--- config.mk ---
export PLATFORM = sky130hd
export DESIGN_NAME = lc3_imem_responder
export DESIGN_NICKNAME = d
export VERILOG_FILES = /design/src/rtl/lc3_tb_pkg.sv /design/src/rtl/lc3_prog_store.sv /design/src/rtl/lc3_imem_responder.sv
export SDC_FILE = /design/constraint.sdc
export NUM_CORES = 2
export LEC_CHECK = 0
export ABC_AREA = 0
export CAP_MARGIN = 20
export CORE_MARGIN = 1.5
export CORE_UTILIZATION = 46
export DETAILED_ROUTE_END_ITERATION = 10
export DONT_BUFFER_PORTS = 1
export PLACE_DENSITY = 0.63
export SLEW_MARGIN = 25
export SYNTH_ARGS = -nofsm -noshare
export SYNTH_HDL_FRONTEND = slang
export SYNTH_SLANG_ARGS = --single-unit
--- constraint.sdc ---
create_clock -name clock -period 3.4 [get_ports clock]
set_input_delay 0.51 -clock clock [delete_from_list [all_inputs] [get_ports clock]]
set_output_delay 0.51 -clock clock [all_outputs]
set_load 0.05 [all_outputs]
--- src/rtl/lc3_tb_pkg.sv ---
// Shared types and constants for the LC3 instruction-memory responder.
package lc3_tb_pkg;

    typedef enum logic [1:0] {
        IDLE = 2'd0,
        WAIT = 2'd1,
        RESP = 2'd2
    } resp_state_e;

    // BR with no condition bits set never branches, so it doubles as a NOP.
    localparam logic [15:0] NOP_WORD          = 16'h0000;
    localparam logic [15:0] DEFAULT_BASE_ADDR = 16'h3000;

endpackage

--- src/rtl/lc3_prog_store.sv ---
// Program store: synchronous write, combinational read with write-first bypass.
module lc3_prog_store #(
    parameter int DEPTH  = 256,
    parameter int DATA_W = 16,
    localparam int IDX_W = $clog2(DEPTH)
) (
    input  logic              clock,
    input  logic              load_en,
    input  logic [IDX_W-1:0]  load_addr,
    input  logic [DATA_W-1:0] load_data,
    input  logic [IDX_W-1:0]  rd_addr,
    output logic [DATA_W-1:0] rd_data
);

    logic [DATA_W-1:0] mem_r [DEPTH];

    // Store write port; contents deliberately survive reset.
    always_ff @(posedge clock) begin
        if (load_en) begin
            mem_r[load_addr] <= load_data;
        end
    end

    // Read port returns data being written this cycle to the same word.
    always_comb begin
        if (load_en && (load_addr == rd_addr)) begin
            rd_data = load_data;
        end else begin
            rd_data = mem_r[rd_addr];
        end
    end

endmodule

--- src/rtl/lc3_imem_responder.sv ---
// LC3 fetch-port responder: programmable wait states, out-of-range flagging
// and a completed-fetch counter in front of a loadable program store.
module lc3_imem_responder
    import lc3_tb_pkg::*;
#(
    parameter int              ADDR_W    = 16,
    parameter int              DATA_W    = 16,
    parameter int              DEPTH     = 256,
    parameter logic [ADDR_W-1:0] BASE_ADDR = ADDR_W'(DEFAULT_BASE_ADDR),
    parameter int              LAT_W     = 3,
    localparam int             IDX_W     = $clog2(DEPTH)
) (
    input  logic              clock,
    input  logic              reset,
    input  logic              load_en,
    input  logic [IDX_W-1:0]  load_addr,
    input  logic [DATA_W-1:0] load_data,
    input  logic [LAT_W-1:0]  lat_cfg,
    input  logic [ADDR_W-1:0] pc,
    input  logic              instrmem_rd,
    output logic [DATA_W-1:0] Instr_dout,
    output logic              complete_instr,
    output logic              oob_err,
    output logic [31:0]       fetch_count
);

    resp_state_e       state_r;
    resp_state_e       state_nxt_s;
    logic [ADDR_W-1:0] pc_r;
    logic [ADDR_W-1:0] pc_nxt_s;
    logic [LAT_W-1:0]  cnt_r;
    logic [LAT_W-1:0]  cnt_nxt_s;
    logic              capture_s;
    logic              strobe_s;
    logic [ADDR_W-1:0] offset_s;
    logic              oob_s;
    logic [IDX_W-1:0]  rd_idx_s;
    logic [DATA_W-1:0] rd_data_s;

    // Offset wraps modulo 2**ADDR_W, so pc below BASE_ADDR lands out of range.
    assign offset_s = pc_r - BASE_ADDR;
    assign oob_s    = (32'(offset_s) >= 32'(DEPTH));
    assign rd_idx_s = offset_s[IDX_W-1:0];

    lc3_prog_store #(
        .DEPTH  (DEPTH),
        .DATA_W (DATA_W)
    ) u_store (
        .clock     (clock),
        .load_en   (load_en),
        .load_addr (load_addr),
        .load_data (load_data),
        .rd_addr   (rd_idx_s),
        .rd_data   (rd_data_s)
    );

    // Next-state logic; a new request may be captured in IDLE or back-to-back in RESP.
    always_comb begin
        state_nxt_s = state_r;
        pc_nxt_s    = pc_r;
        cnt_nxt_s   = cnt_r;
        capture_s   = 1'b0;
        strobe_s    = 1'b0;

        case (state_r)
            IDLE: begin
                if (instrmem_rd) begin
                    capture_s = 1'b1;
                end else begin
                    state_nxt_s = IDLE;
                end
            end
            WAIT: begin
                if (!instrmem_rd) begin
                    state_nxt_s = IDLE;
                    cnt_nxt_s   = {LAT_W{1'b0}};
                end else if (cnt_r <= LAT_W'(1)) begin
                    state_nxt_s = RESP;
                    cnt_nxt_s   = {LAT_W{1'b0}};
                end else begin
                    cnt_nxt_s   = cnt_r - LAT_W'(1);
                end
            end
            RESP: begin
                strobe_s = 1'b1;
                if (instrmem_rd) begin
                    capture_s = 1'b1;
                end else begin
                    state_nxt_s = IDLE;
                end
            end
            default: begin
                state_nxt_s = IDLE;
                cnt_nxt_s   = {LAT_W{1'b0}};
            end
        endcase

        if (capture_s) begin
            pc_nxt_s = pc;
            if (lat_cfg == {LAT_W{1'b0}}) begin
                state_nxt_s = RESP;
                cnt_nxt_s   = {LAT_W{1'b0}};
            end else begin
                state_nxt_s = WAIT;
                cnt_nxt_s   = lat_cfg;
            end
        end else begin
            pc_nxt_s = pc_r;
        end
    end

    // FSM state, captured address and wait counter.
    always_ff @(posedge clock or posedge reset) begin
        if (reset) begin
            state_r <= IDLE;
            pc_r    <= {ADDR_W{1'b0}};
            cnt_r   <= {LAT_W{1'b0}};
        end else begin
            state_r <= state_nxt_s;
            pc_r    <= pc_nxt_s;
            cnt_r   <= cnt_nxt_s;
        end
    end

    // Response outputs; Instr_dout holds between strobes and oob_err is sticky.
    always_ff @(posedge clock or posedge reset) begin
        if (reset) begin
            Instr_dout     <= {DATA_W{1'b0}};
            complete_instr <= 1'b0;
            oob_err        <= 1'b0;
            fetch_count    <= 32'd0;
        end else if (strobe_s) begin
            Instr_dout     <= oob_s ? DATA_W'(NOP_WORD) : rd_data_s;
            complete_instr <= 1'b1;
            oob_err        <= oob_err | oob_s;
            fetch_count    <= fetch_count + 32'd1;
        end else begin
            complete_instr <= 1'b0;
        end
    end

endmodule
==> metrics.md <==
| Metric | Value |
|---|---|
| Outcome | `complete, but fails checks` |
| Failing checks | `negative hold slack, max-slew violations, negative setup slack` |
| Yosys Warn Count | `0` |
| DRC violations left | `0` |
| CP Data Arrival Time | `4340 ps` |
| Clock-pin slew on the worst setup and hold paths | `60 ps` |
| Final Wtd Congestion | `approximately 0.86` |
| Share of layout cells above drive strength 1 | `30.1%` |
| Finish-stage setup viols | `3` |
| Post-synthesis mux area share | `16.8%` |
| I/O pins | `97` |
| Drt pass-1 iters | `8` |
| CP required | `4220 ps` |
| CTS buffer count | `slightly above 400` |
| RSZ-0062 raised after global routing | `no` |
| Post-synthesis adder-cell area fraction | `less than 1%` |
| Max H-tree Level | `5` |
| Fraction of registers with async set/reset | `between 1.5 and 2%` |
| Total track usage | `between 20% and 30%` |
| Row cnt | `approximately 220` |
| Clk buf depth | `4` |
| Critical Path Source Type | `register` |
| Worst Tran Pin Value | `1720 ps` |
| Routed WL per cell | `33.3 um` |
| CP endpoint kind | `register` |
| Final net count | `7805` |
| Synthesized flop and latch total | `4167` |
| Final Critical Period | `3530 ps` |
| Fmax | `around 280 MHz` |
| Placeable Area | `349000 sq um` |
| Lkg Pwr | `58.6 nW` |
| Die area | `roughly 350000 sq um` |
| CTS tree | `done` |
| Clk_lat worst skew | `between 900 and 1000 ps` |
| Relative slew slack | `-14.4%` |
| Iter 0 DRT Violations | `10800` |
| Worst Skew | `55.6 ps` |
| Largest fanout on the critical path | `15` |
| Area Overhead vs Synth | `14.9%` |
| Initial antenna violation count | `31` |
| Synth Flop Type | `edfxtp_1` |
| XOR/XNOR share of the synthesized area | `0.218%` |
| DPL Wire Length | `234000 um` |
| Syn Std Cell Area | `161000 sq um` |
| Final ANT Viol Nets | `0` |
| Vias | `77700` |
| EDFF count, synth | `between 4000 and 5000` |
| Seq/Total Area, Yosys | `77.5%` |
| Syn Inst Count | `7033` |
| Largest net degree at the start of global routing | `258` |
| Setup TNS | `-272 ps` |
| Peak VDD IR | `525 uV` |
| Hold slack | `-55.8 ps` |
| Post-Synth Simple-Gate Area | `1.57%` |
| Max Slew Vio Count | `105` |
| Final worst slack | `-127 ps` |
| Fin crit share | `104%` |
| Port-buffer cells | `0` |
| Hold Path Class | `in2reg` |
| WS Path Type | `reg2reg` |
| Vias in the first global route | `~78000` |
| Max Cap Viol | `0` |
| Chip width | `between 500 and 600 um` |
| Die height | `594 um` |
| PwrDens | `711 nW/um^2` |
| Syn_nets | `7083` |
| Finished Core Util | `53.0%` |
| CTS sink cnt | `4167` |
| Syn Area/Cell | `approximately 23 sq um` |
| Final Hold Viols | `8` |
| Drt total wl | `424000 um` |
| Largest family of logic cells by synthesized area | `multiplexers` |
| First-pass GRT wire length | `about 590000 um` |
| Congestion Overflow GR | `0` |
| Final cell count without fillers | `12700` |
| Post-synthesis compound-gate area fraction | `between 2 and 2.5%` |
| Total power | `131 mW` |
| CTS root buf | `clkbuf_16` |
| Starting Density | `46.1%` |
| Cell count after placement | `between 10000 and 15000` |
| DR vias/cell | `6.11` |
| Netlist cell types | `57` |
## metal layers
metal  vias up  part of all wire (%)  track usage (%)
li1      31400                     -                -
met4         8                   3.7             7.83
met2      3661                    48             37.1
met3       664                   9.3             4.69
met5         -                 0.013                0
met1     41900                    39             32.8
## power by group
group          switching (mW)  internal [mW]  leakage, nW
clock network            19.3           25.4         6.51
logic                    16.5           13.3         14.4
registers               0.324           56.7         37.7
total                    36.1           95.4         58.6
## cells in the final DEF, fill, tap and decap left out, types with 13 or more instances in the layout
cell | netlist | final
o32ai_1 | 20 | 20
bufinv_16 | 0 | 36
clkinv_2 | 0 | 90
clkbuf_1 | 131 | 85
nor2_1 | 289 | 260
a22o_1 | 18 | 18
o211ai_1 | 16 | 16
nand4_1 | 22 | 22
a21boi_0 | 15 | 13
clkbuf_16 | 0 | 416
mux4_2 | 1054 | 1054
clkinv_1 | 0 | 90
nor2_2 | 1 | 30
a22oi_1 | 136 | 130
xnor2_1 | 33 | 33
a211oi_1 | 85 | 79
o21ai_1 | 15 | 16
nand2_1 | 67 | 66
nand3_1 | 47 | 37
o22ai_1 | 36 | 36
o221ai_1 | 16 | 16
mux2_2 | 40 | 40
buf_12 | 12 | 70
a21oi_1 | 92 | 89
buf_4 | 72 | 561
nor2b_1 | 58 | 52
o21ai_0 | 16 | 15
mux2i_1 | 258 | 258
dfrtp_1 | 71 | 65
edfxtp_1 | 4096 | 4096
buf_16 | 0 | 44
dlygate4sd3_1 | 0 | 33
## final cells by class
cell class,count,area [sq um]
diodes,12,30.0
inverters,5,20.0
flip-flops and latches,4167,125000
well taps,4599,5750
clock buffers,508,10800
multi-input cells,2453,33700
fillers,26200,164000
repair buffers,716,7280
clock inverters,251,2480
## critical path, cell delays in order (launching register included)
cell      delay, ps
dfrtp_1         390
buf_4           340
nor2b_1         730
nand2_1         520
a211oi_1        540
nor3_1          170
a211oi_2        510
o31ai_1         150
## state kept, by name, summed over array words and instances (netlist names)
signal	flops
u_store.mem_r	4096
complete_instr	1
state_r	2
pc_r	16
cnt_r	3
Instr_dout	16
fetch_count	32
oob_err	1
## cells by family (layout without fill, tap and decap cells)
family | count (synthesis) | in the layout
buf+inv | 413 | 1480
compound gates | 493 | 493
xor+xnor | 40 | 40
fa+ha+maj | 3 | 3
simple gates | 552 | 552
other cells | 0 | 12
mux | 1365 | 1365
flops | 4167 | 4167
## final timing paths
check / startpoint / end / slack [ps] / cells past startpoint
setup / recovery: pc_r[6] / Instr_dout[2] / -130 / 7
min in group asynchronous: reset / fetch_count[28] / 130 / 2
hold / removal: load_data[14] / u_store.mem_r[196][14] / -60 / 1
setup reg to reg: pc_r[6] / Instr_dout[2] / -130 / 7
hold reg to reg: pc_r[10] / pc_r[10] / 510 / 1
max in group asynchronous: reset / fetch_count[8] / 2430 / 3
## repair_timing
action	in CTS	in global routing
endpoints found under the hold margin	3222	583
hold buffers	52	16
endpoints found under the setup margin	15	12
resized for setup	19	18
setup buffers	3	0
gates cloned	1	1
pin swaps	3	0
## metrics by stage
stage | setup WS (ps) | area (sq um)
after floorplan | 724 | 161000
after global placement | -613 | 170000
after detailed placement | -534 | 170000
after CTS | -8.24 | 184000
after global routing | 2.47 | 185000
final | -127 | 185000
## cell usage after synthesis, types with 10 or more instances
master	number	share of area [%]
or4_1	10	0.047
nand2_1	67	0.16
buf_12	12	0.15
a21oi_1	92	0.29
a21boi_0	15	0.070
o21ai_1	15	0.047
nand3_1	47	0.15
a22o_1	18	0.098
o32ai_1	20	0.11
mux4_2	1054	15
mux2i_1	258	1.6
o221ai_1	16	0.087
and3_1	11	0.043
buf_1	21	0.049
buf_2	101	0.31
nor3_1	10	0.031
mux4_1	12	0.20
nand3b_1	12	0.056
o211ai_1	16	0.075
dfrtp_1	71	1.1
nor2_1	289	0.67
o21ai_0	16	0.050
mux2_2	40	0.28
xnor2_1	33	0.18
nand4_1	22	0.086
o22ai_1	36	0.14
a22oi_1	136	0.63
buf_4	72	0.34
a211oi_1	85	0.40
clkbuf_1	131	0.31
buf_6	61	0.43
nor2b_1	58	0.23
edfxtp_1	4096	76
Note: power is estimated with default switching activity, not from simulation.
